### src/rtl/ingress_drr_arbiter.sv
// rtl/ingress_drr_arbiter.sv - deficit-round-robin grant scheduler for four ingress pointer FIFOs
// Signed byte credit per port, per-port quantum refill, grant held until the datapath reports done.
module ingress_drr_arbiter #(
  parameter int QUANTUM_W = 14,
  parameter int LEN_W     = 13,
  parameter int CREDIT_W  = 16
) (
  input  logic                   i_clk,
  input  logic                   i_rst,
  input  logic [3:0]             i_req_empty,
  input  logic                   i_bp,
  input  logic [4*QUANTUM_W-1:0] i_cfg_quantum,
  input  logic                   i_done,
  input  logic [LEN_W-1:0]       i_done_len,
  output logic                   o_grant_valid,
  output logic [1:0]             o_grant_sel,
  output logic [3:0]             o_grant_onehot,
  output logic                   o_proto_err
);

  typedef enum logic [1:0] {S_IDLE, S_REFILL, S_BUSY} state_t;

  localparam logic signed [CREDIT_W-1:0] ZERO = '0;

  state_t                     r_state;
  state_t                     w_next_state;
  logic [1:0]                 r_rr_ptr;
  logic signed [CREDIT_W-1:0] r_credit [4];
  logic                       r_grant_valid;
  logic [1:0]                 r_grant_sel;
  logic [3:0]                 r_grant_onehot;
  logic                       r_proto_err;

  logic [3:0]                 w_eligible;
  logic signed [CREDIT_W-1:0] w_quantum [4];
  logic signed [CREDIT_W-1:0] w_len;
  logic signed [CREDIT_W-1:0] w_post_charge;
  logic                       w_found;
  logic [1:0]                 w_pick;
  logic [1:0]                 w_idx;
  logic                       w_grant;
  logic                       w_charge;

  assign o_grant_valid  = r_grant_valid;
  assign o_grant_sel    = r_grant_sel;
  assign o_grant_onehot = r_grant_onehot;
  assign o_proto_err    = r_proto_err;

  always_comb begin
    for (int i = 0; i < 4; i++) begin
      w_quantum[i]  = CREDIT_W'(i_cfg_quantum[i*QUANTUM_W +: QUANTUM_W]);
      w_eligible[i] = !i_req_empty[i] && (r_credit[i] > ZERO);
    end
  end

  assign w_len         = CREDIT_W'(i_done_len);
  assign w_charge      = (r_state == S_BUSY) && i_done;
  assign w_post_charge = r_credit[r_grant_sel] - w_len;

  // Scan downwards so the last hit is the first eligible port in rotation order from rr_ptr.
  always_comb begin
    w_found = 1'b0;
    w_pick  = r_rr_ptr;
    w_idx   = r_rr_ptr;
    for (int k = 3; k >= 0; k--) begin
      w_idx = r_rr_ptr + 2'(k);
      if (w_eligible[w_idx]) begin
        w_found = 1'b1;
        w_pick  = w_idx;
      end
    end
  end

  always_comb begin
    w_next_state = r_state;
    w_grant      = 1'b0;
    case (r_state)
      S_IDLE: begin
        if (!i_bp) begin
          if (w_found) begin
            w_next_state = S_BUSY;
            w_grant      = 1'b1;
          end else if (i_req_empty != 4'hF) begin
            w_next_state = S_REFILL;
          end
        end
      end
      S_REFILL: w_next_state = S_IDLE;
      S_BUSY:   if (i_done) w_next_state = S_IDLE;
      default:  w_next_state = S_IDLE;
    endcase
  end

  always_ff @(posedge i_clk or posedge i_rst) begin
    if (i_rst) begin
      r_state        <= S_IDLE;
      r_rr_ptr       <= 2'd0;
      r_grant_valid  <= 1'b0;
      r_grant_sel    <= 2'd0;
      r_grant_onehot <= 4'd0;
      r_proto_err    <= 1'b0;
      for (int i = 0; i < 4; i++) r_credit[i] <= ZERO;
    end else begin
      r_state <= w_next_state;
      if (w_grant) begin
        r_grant_valid  <= 1'b1;
        r_grant_sel    <= w_pick;
        r_grant_onehot <= 4'b0001 << w_pick;
      end else if (w_charge) begin
        r_grant_valid  <= 1'b0;
        r_grant_onehot <= 4'd0;
        r_rr_ptr       <= (w_post_charge > ZERO && !i_req_empty[r_grant_sel]) ?
                          r_grant_sel : r_grant_sel + 2'd1;
      end
      if (i_done && r_state != S_BUSY) r_proto_err <= 1'b1;
      // The granted port keeps its credit while busy even if its FIFO drains mid-frame.
      for (int i = 0; i < 4; i++) begin
        if (w_charge && 2'(i) == r_grant_sel) begin
          r_credit[i] <= w_post_charge;
        end else if (r_state == S_REFILL && !i_req_empty[i]) begin
          r_credit[i] <= r_credit[i] + w_quantum[i];
        end else if (i_req_empty[i] && r_credit[i] > ZERO &&
                     !(r_state == S_BUSY && 2'(i) == r_grant_sel)) begin
          r_credit[i] <= ZERO;
        end
      end
    end
  end

endmodule

### config.mk
export PLATFORM = sky130hd
export DESIGN_NAME = ingress_drr_arbiter
export DESIGN_NICKNAME = d
export VERILOG_FILES = /design/src/rtl/ingress_drr_arbiter.sv
export SDC_FILE = /design/constraint.sdc
export NUM_CORES = 1
export LEC_CHECK = 0
export CORE_MARGIN = 2
export CORE_UTILIZATION = 55
export CTS_BUF_LIST = sky130_fd_sc_hd__clkbuf_4 sky130_fd_sc_hd__clkbuf_8
export CTS_CLUSTER_DIAMETER = 200
export CTS_CLUSTER_SIZE = 24
export DETAILED_ROUTE_END_ITERATION = 6
export PLACE_DENSITY_LB_ADDON = 0.15
export SLEW_MARGIN = 20
export SYNTH_ARGS = -nofsm -noshare
export SYNTH_HDL_FRONTEND = slang
export SYNTH_SLANG_ARGS = --single-unit
### constraint.sdc
create_clock -name i_clk -period 5.65 [get_ports i_clk]
set_clock_uncertainty 0.1 [all_clocks]
set_input_delay 1.13 -clock i_clk [delete_from_list [all_inputs] [get_ports i_clk]]
set_output_delay 1.13 -clock i_clk [all_outputs]
set_load 0.1 [all_outputs]
; Word-level counts from Yosys, hierarchy flattened
; Index checks and enable logic that the tools add are counted.
[totals]
output_inout_bits = 8
elab_cells = 134
reg_bits = 76
in_bits = 77
[op_classes]
n_lt_le_gt_ge = 11
reduce_logical = 45
n_addsub = 9
muxes = 46
shift = 1
n_bitwise = 2
n_eq_ne = 10
[op_table]
columns = op, count
row1 = 2-to-1 mux 16 bit, 14
row2 = > comparator 16 x 1 -> 1 bit (second input constant), 5
row3 = adder 16 x 15 -> 16 bit, 4
row4 = binary-select mux 16 bit (select 2 bit), 1
row5 = logical AND 1 bit, 27
row6 = 2-to-1 mux 2 bit, 9
row7 = subtractor 16 x 14 -> 16 bit, 1
row8 = < comparator 2 x 3 -> 1 bit (second input constant), 5
row9 = 2-to-1 mux 1 bit, 14
row10 = nonzero test 3 bit, 4
row11 = binary-select mux 1 bit (select 2 bit), 5
row12 = logical NOT 1 bit, 9
row13 = 2-to-1 mux 4 bit, 2
row14 = inequality test 2 bit (second input constant), 3
row15 = adder 2 x 1 -> 2 bit (second input constant), 2
row16 = adder 2 bit (second input constant), 2
row17 = == test 2 bit (first input constant), 2
row18 = logical NOT 2 bit, 2
row19 = inequality test 4 bit (second input constant), 1
row20 = case mux 2 bit (2 select lines), 1
row21 = left shift 1 x 2 -> 4 bit (first input constant), 1
row22 = greater-or-equal comparator 3 bit (second input constant), 1
row23 = inequality test 3 bit (second input constant), 1
row24 = inverter 2 -> 3 bit, 1
row25 = 7 further kinds, 7

; Logic depth before layout (Yosys ltp)
[depth]
depth_word = 13
mapped_depth = 16
depth_no_buf = 14

; Least setup slack after synthesis
; OpenSTA, ideal clock, no wires.
[synth_path]
path_type = register -> register
from = register r_grant_sel[0], in the netlist o_grant_sel[0]
to = register r_rr_ptr[0]
arrival_time_ns = 5.107
path_buffers = 2
path_slack_ns = 0.311
stages_incl_launch_ff = 17
path_cell_list = dfrtp_1 > buf_1 > clkbuf_1 > mux4_2 > inv_1 > ha_1 > inv_1 > fa_1 > a211oi_1 > o21ai_1 > xor2_1 > or4_1 > a2111o_1 > nor3_2 > nand4b_2 > nand4_1 > or3b_1
[synth_between]
elab_chain_len = 8
word_cells_on_any_way = 12
cone_classes = 2 x add/sub / 1 x order compare / 6 x mux / 1 x bitwise / 2 x reduce/logical
[synth_rtl]
columns = element, line_no
row1 = start: declaration, 30  ; logic [1:0] r_grant_sel;
row2 = start signal: assignment, 107  ; r_grant_sel <= w_pick;
row3 = inverter 2 -> 3 bit (not written as such), 58  ; assign w_post_charge = r_credit[r_grant_sel] - w_len;
row4 = binary-select mux 16 bit (select 2 bit), 58
row5 = 2-to-1 mux 16 bit (not written as such) (2 in series), 58
row6 = subtractor 16 x 14 -> 16 bit, 58
row7 = > comparator 16 x 1 -> 1 bit, 112  ; r_rr_ptr <= (w_post_charge > ZERO && !i_req_empty[r_grant_sel]) ?
row8 = logical AND 1 bit, 112
row9 = 2-to-1 mux 2 bit (*), 112
row10 = end signal: assignment, 112
row11 = end: declaration, 27  ; logic [1:0] r_rr_ptr;
; Mark *: on every way between the ends. The rest lies on a longest branch, timed or not. The select of a mux whose other input is x is not followed.
; A chain may end at the register's enable or synchronous reset.

; Worst setup path after layout
[layout_path]
from = input i_done_len[0]
to = register r_rr_ptr[0]
[layout_between]
elab_chain_len = 4
[layout_rtl]
columns = element, line_no
row1 = start: declaration, 14  ; input logic [LEN_W-1:0] i_done_len,
row2 = subtractor 16 x 14 -> 16 bit, 58
row3 = > comparator 16 x 1 -> 1 bit, 112
row4 = logical AND 1 bit, 112
row5 = 2-to-1 mux 2 bit, 112
; No other way between the ends.

==> impl_metrics.env <==
export IMPL_wl_per_cell_um=23.26
export IMPL_synth_edf_count=0
export IMPL_max_slew_margin=0.2737
export IMPL_syn_avg_cell_area_sq_um=8.821
export IMPL_row_count=41
export IMPL_dr_pass1_iters=6
export IMPL_p_per_area_nw_per_um2=601.2
export IMPL_routed_via_density=6.743
export IMPL_startpoint_type="input pin"
export IMPL_die_h_um=118.9
export IMPL_netlist_area_sq_um=7259
export IMPL_synth_xor_area_frac=0.06618
export IMPL_cts_made_buffers=9
export IMPL_finalCriticalPeriod_ns=4.616
export IMPL_min_path_type="flip-flop to flip-flop"
export IMPL_fin_cells=1074
export IMPL_tritoncts="built"
export IMPL_end_kind="flip-flop"
export IMPL_io_pins=85
export IMPL_setup_viol=0
export IMPL_io_buffer_count=84
export IMPL_critical_path_class="input pin to flip-flop"
export IMPL_antenna_cells=0
export IMPL_num_fill_cells=1073
export IMPL_cts_max_level=3
export IMPL_cts_resized=0
export IMPL_drc=0
export IMPL_coreArea_sq_um=12770
export IMPL_critPathRequiredTime_ns=5.80
export IMPL_clock_latency_ns=0.38
export IMPL_nets=1054
export IMPL_grt_pass1_wl_mm=38.78
export IMPL_antenna_found_initial=2
export IMPL_hold_viol_final=0
export IMPL_root_buffer="clkbuf_8"
export IMPL_grt_pass1_vias=6969
export IMPL_ys_ff_latch=76
export IMPL_yosysUniqueCellTypes=73
export IMPL_cts_num_sinks=76
export IMPL_drv_slew=0
export IMPL_final_util=0.6652
export IMPL_gp_congestion=0.9537
export IMPL_synth_compound_area_frac=0.2584
export IMPL_fmax_mhz=216.6
export IMPL_cts_hold_buffers=0
export IMPL_async_reset_ff_frac=1.000
export IMPL_ys_seq_area_frac=0.2620
export IMPL_synth_flop_cell="dfrtp_1"
export IMPL_grt_use_total=0.3581
export IMPL_crit_arrival_ns=4.77
export IMPL_synth_simple_gate_area_frac=0.1586
export IMPL_peakVddDrop_mv=0.2489
export IMPL_maxCapViolations=0
export IMPL_clock_path_buffers=2
export IMPL_syn2layout_area_growth_pct=17.05
export IMPL_overflow=0
export IMPL_p_leak_uw=0.003952
export IMPL_yosys_warnings=0
export IMPL_fin_setup_tns_ns=0
export IMPL_dp_hpwl_mm=19.20
export IMPL_drive_gt1_frac=0.06763
export IMPL_cp_max_fo=5
export IMPL_clkSlewWorstSetupHoldPaths_ns=0.08
export IMPL_rsz0062_at_grt="no"
export IMPL_wl_mm=24.99
export IMPL_die_area_sq_um=14130
export IMPL_post_place_ws_ns=0.7637
export IMPL_synth_top_family_by_area="compound AO/OA/AOI/OAI gates"
export IMPL_placed_cells=1058
export IMPL_routed_via_count=7242
export IMPL_drtIter0Drc=939
export IMPL_antenna_left=0
export IMPL_grt_max_degree=41
export IMPL_die_width_um=118.9
export IMPL_start_util=0.5683
export IMPL_netlist_instances=823
export IMPL_post_cts_buffers=0
export IMPL_synthMuxAreaShare=0.06877
export IMPL_status="complete, no violations"
export IMPL_setup_slack_ns=1.034
export IMPL_worst_pin_slew_ns=1.085
export IMPL_synth_fa_ha_area_frac=0.1431
export IMPL_fin_crit_sh=0.8171
export IMPL_synth_fp_nets=980
export IMPL_fin_hold_ws_ns=0.3680
## cells in the final DEF, fill, tap and decap left out, types with 4 or more instances in the layout
cell and n:
nand3_1 8, a211oi_1 5, nand2_1 50, or2_2 5, clkdlybuf4s50_1 84, mux2_2 5, buf_4 10, xnor2_1 35
o22ai_1 7, nand2b_1 4, xor2_1 17, o21ai_0 44, clkbuf_8 12, a22oi_1 8, o221ai_1 13, mux2i_1 6
a21oi_1 51, mux4_2 17, a221oi_1 25, ha_1 75, a31oi_1 10, a222oi_1 4, a221o_1 8, nor2b_1 11
fa_1 5, dfrtp_1 76, or3_1 11, nor3_1 22, and2_1 8, o21a_1 5, o211ai_1 5, nor4_1 16
nand4_1 7, o21bai_1 11, a21o_1 31, nor2_1 77, inv_1 51
## cell families (layout without fill, tap and decap cells)
| family | count (synthesis) | after routing |
|---|---|---|
| buffers and inverters | 83 | 162 |
| xor gates and xnor gates | 54 | 54 |
| and+or+nand+nor | 236 | 236 |
| AOI/OAI and AO/OA | 266 | 266 |
| adders and majority gates | 80 | 80 |
| muxes | 28 | 28 |
| DFF | 76 | 76 |
## per-layer routing
metal | vias up | routed length, um | track usage | part of all wire
met5 | - | 25 | 0 | 0.0010
met4 | 4 | 1653 | 0.2001 | 0.066
met3 | 127 | 2469 | 0.08477 | 0.099
met2 | 403 | 10620 | 0.5277 | 0.43
met1 | 3433 | 10220 | 0.4834 | 0.41
li1 | 3275 | - | - | -
## Yosys cell counts, types with 3 or more instances
master     n  area (sq um)
o211ai_1   5         37.54
nor3_1    22         110.1
a31oi_1   10         62.56
o22ai_1    7         43.79
inv_1     52         195.2
mux4_2    17         382.9
mux2i_1    6         60.06
a222oi_1   4         40.04
nor2b_1   11         68.82
nor2_1    77         289.0
fa_1       5         100.1
dfrtp_1   76          1902
nand4_1    7         43.79
o21a_1     5         37.54
a22oi_1    8         60.06
a21oi_1   51         255.2
or3_1     11         68.82
nand3_1    8         40.04
nand2_1   50         187.7
a211oi_1   5         37.54
nand2b_1   4         25.02
a21o_1    31         232.7
a221oi_1  25         219.0
xor2_1    17         148.9
o221ai_1  13         113.9
o31ai_1    3         22.52
o21ai_0   44         220.2
and2_1     8         50.05
nand3b_1   3         22.52
ha_1      75         938.4
a22o_1     3         26.28
and3_1     3         18.77
nor4_1    16         100.1
mux2_2     5         56.30
xnor2_1   36         315.3
or2_2      5         31.28
clkbuf_1  29         108.9
o21bai_1  11         82.58
a221o_1    8         80.08
a211o_1    3         26.28
## state kept, by name (all words and copies together) (netlist names)
| name | cells |
|---|---|
| r_credit | 64 |
| o_grant_valid | 1 |
| r_state | 2 |
| o_grant_sel | 2 |
| r_rr_ptr | 2 |
| o_grant_onehot | 4 |
| o_proto_err | 1 |
## critical path, cell delays in order
cell and delay (ns):
clkdlybuf4s50_1 0.47, ha_1 0.17, inv_1 0.06, fa_1 0.45, a211oi_1 0.31, o211ai_1 0.18, a221o_1 0.37, xnor2_1 0.51
o21ai_0 0.24, nor3_2 0.23, nand4b_2 0.18, nand4_1 0.14, or3b_1 0.35
## layout make-up
class | count | area (sq um) | share of cell area
well taps | 172 | 215.2 | 0.02533
inverters | 52 | 195.2 | 0.02297
clock buffers | 13 | 172.7 | 0.02032
repair buffers | 94 | 915.9 | 0.1078
flip-flops and latches | 76 | 1902 | 0.2238
multi-input cells | 664 | 5052 | 0.5946
clock inverters | 3 | 43.79 | 0.005154
## stage by stage
step,total power (uW),cell area (sq um)
2_1_floorplan,3328,7259
3_3_place_gp,4383,8273
3_5_place_dp,4491,8273
4_1_cts,4972,8489
5_1_grt,5370,8497
6_report,5109,8497
## worst paths after layout
check | end | start | depth (start not counted) | slack (ns)
worst min register to register | o_proto_err | o_proto_err | 1 | 0.37
max in group asynchronous | r_credit[44] | i_rst | 3 | 3.23
worst min-delay path | o_proto_err | o_proto_err | 1 | 0.37
worst max register to register | r_rr_ptr[0] | o_grant_sel[1] | 12 | 1.09
min in group asynchronous | r_credit[53] | i_rst | 2 | 1.15
worst max-delay path | r_rr_ptr[0] | i_done_len[0] | 13 | 1.03
## power by group
| group | internal, uW | leakage (uW) | switching (uW) |
|---|---|---|---|
| clock network | 246 | 0.000113 | 222 |
| registers | 740 | 0.000991 | 359 |
| logic | 1340 | 0.00285 | 2200 |
Note: power is estimated with default switching activity, not from simulation.
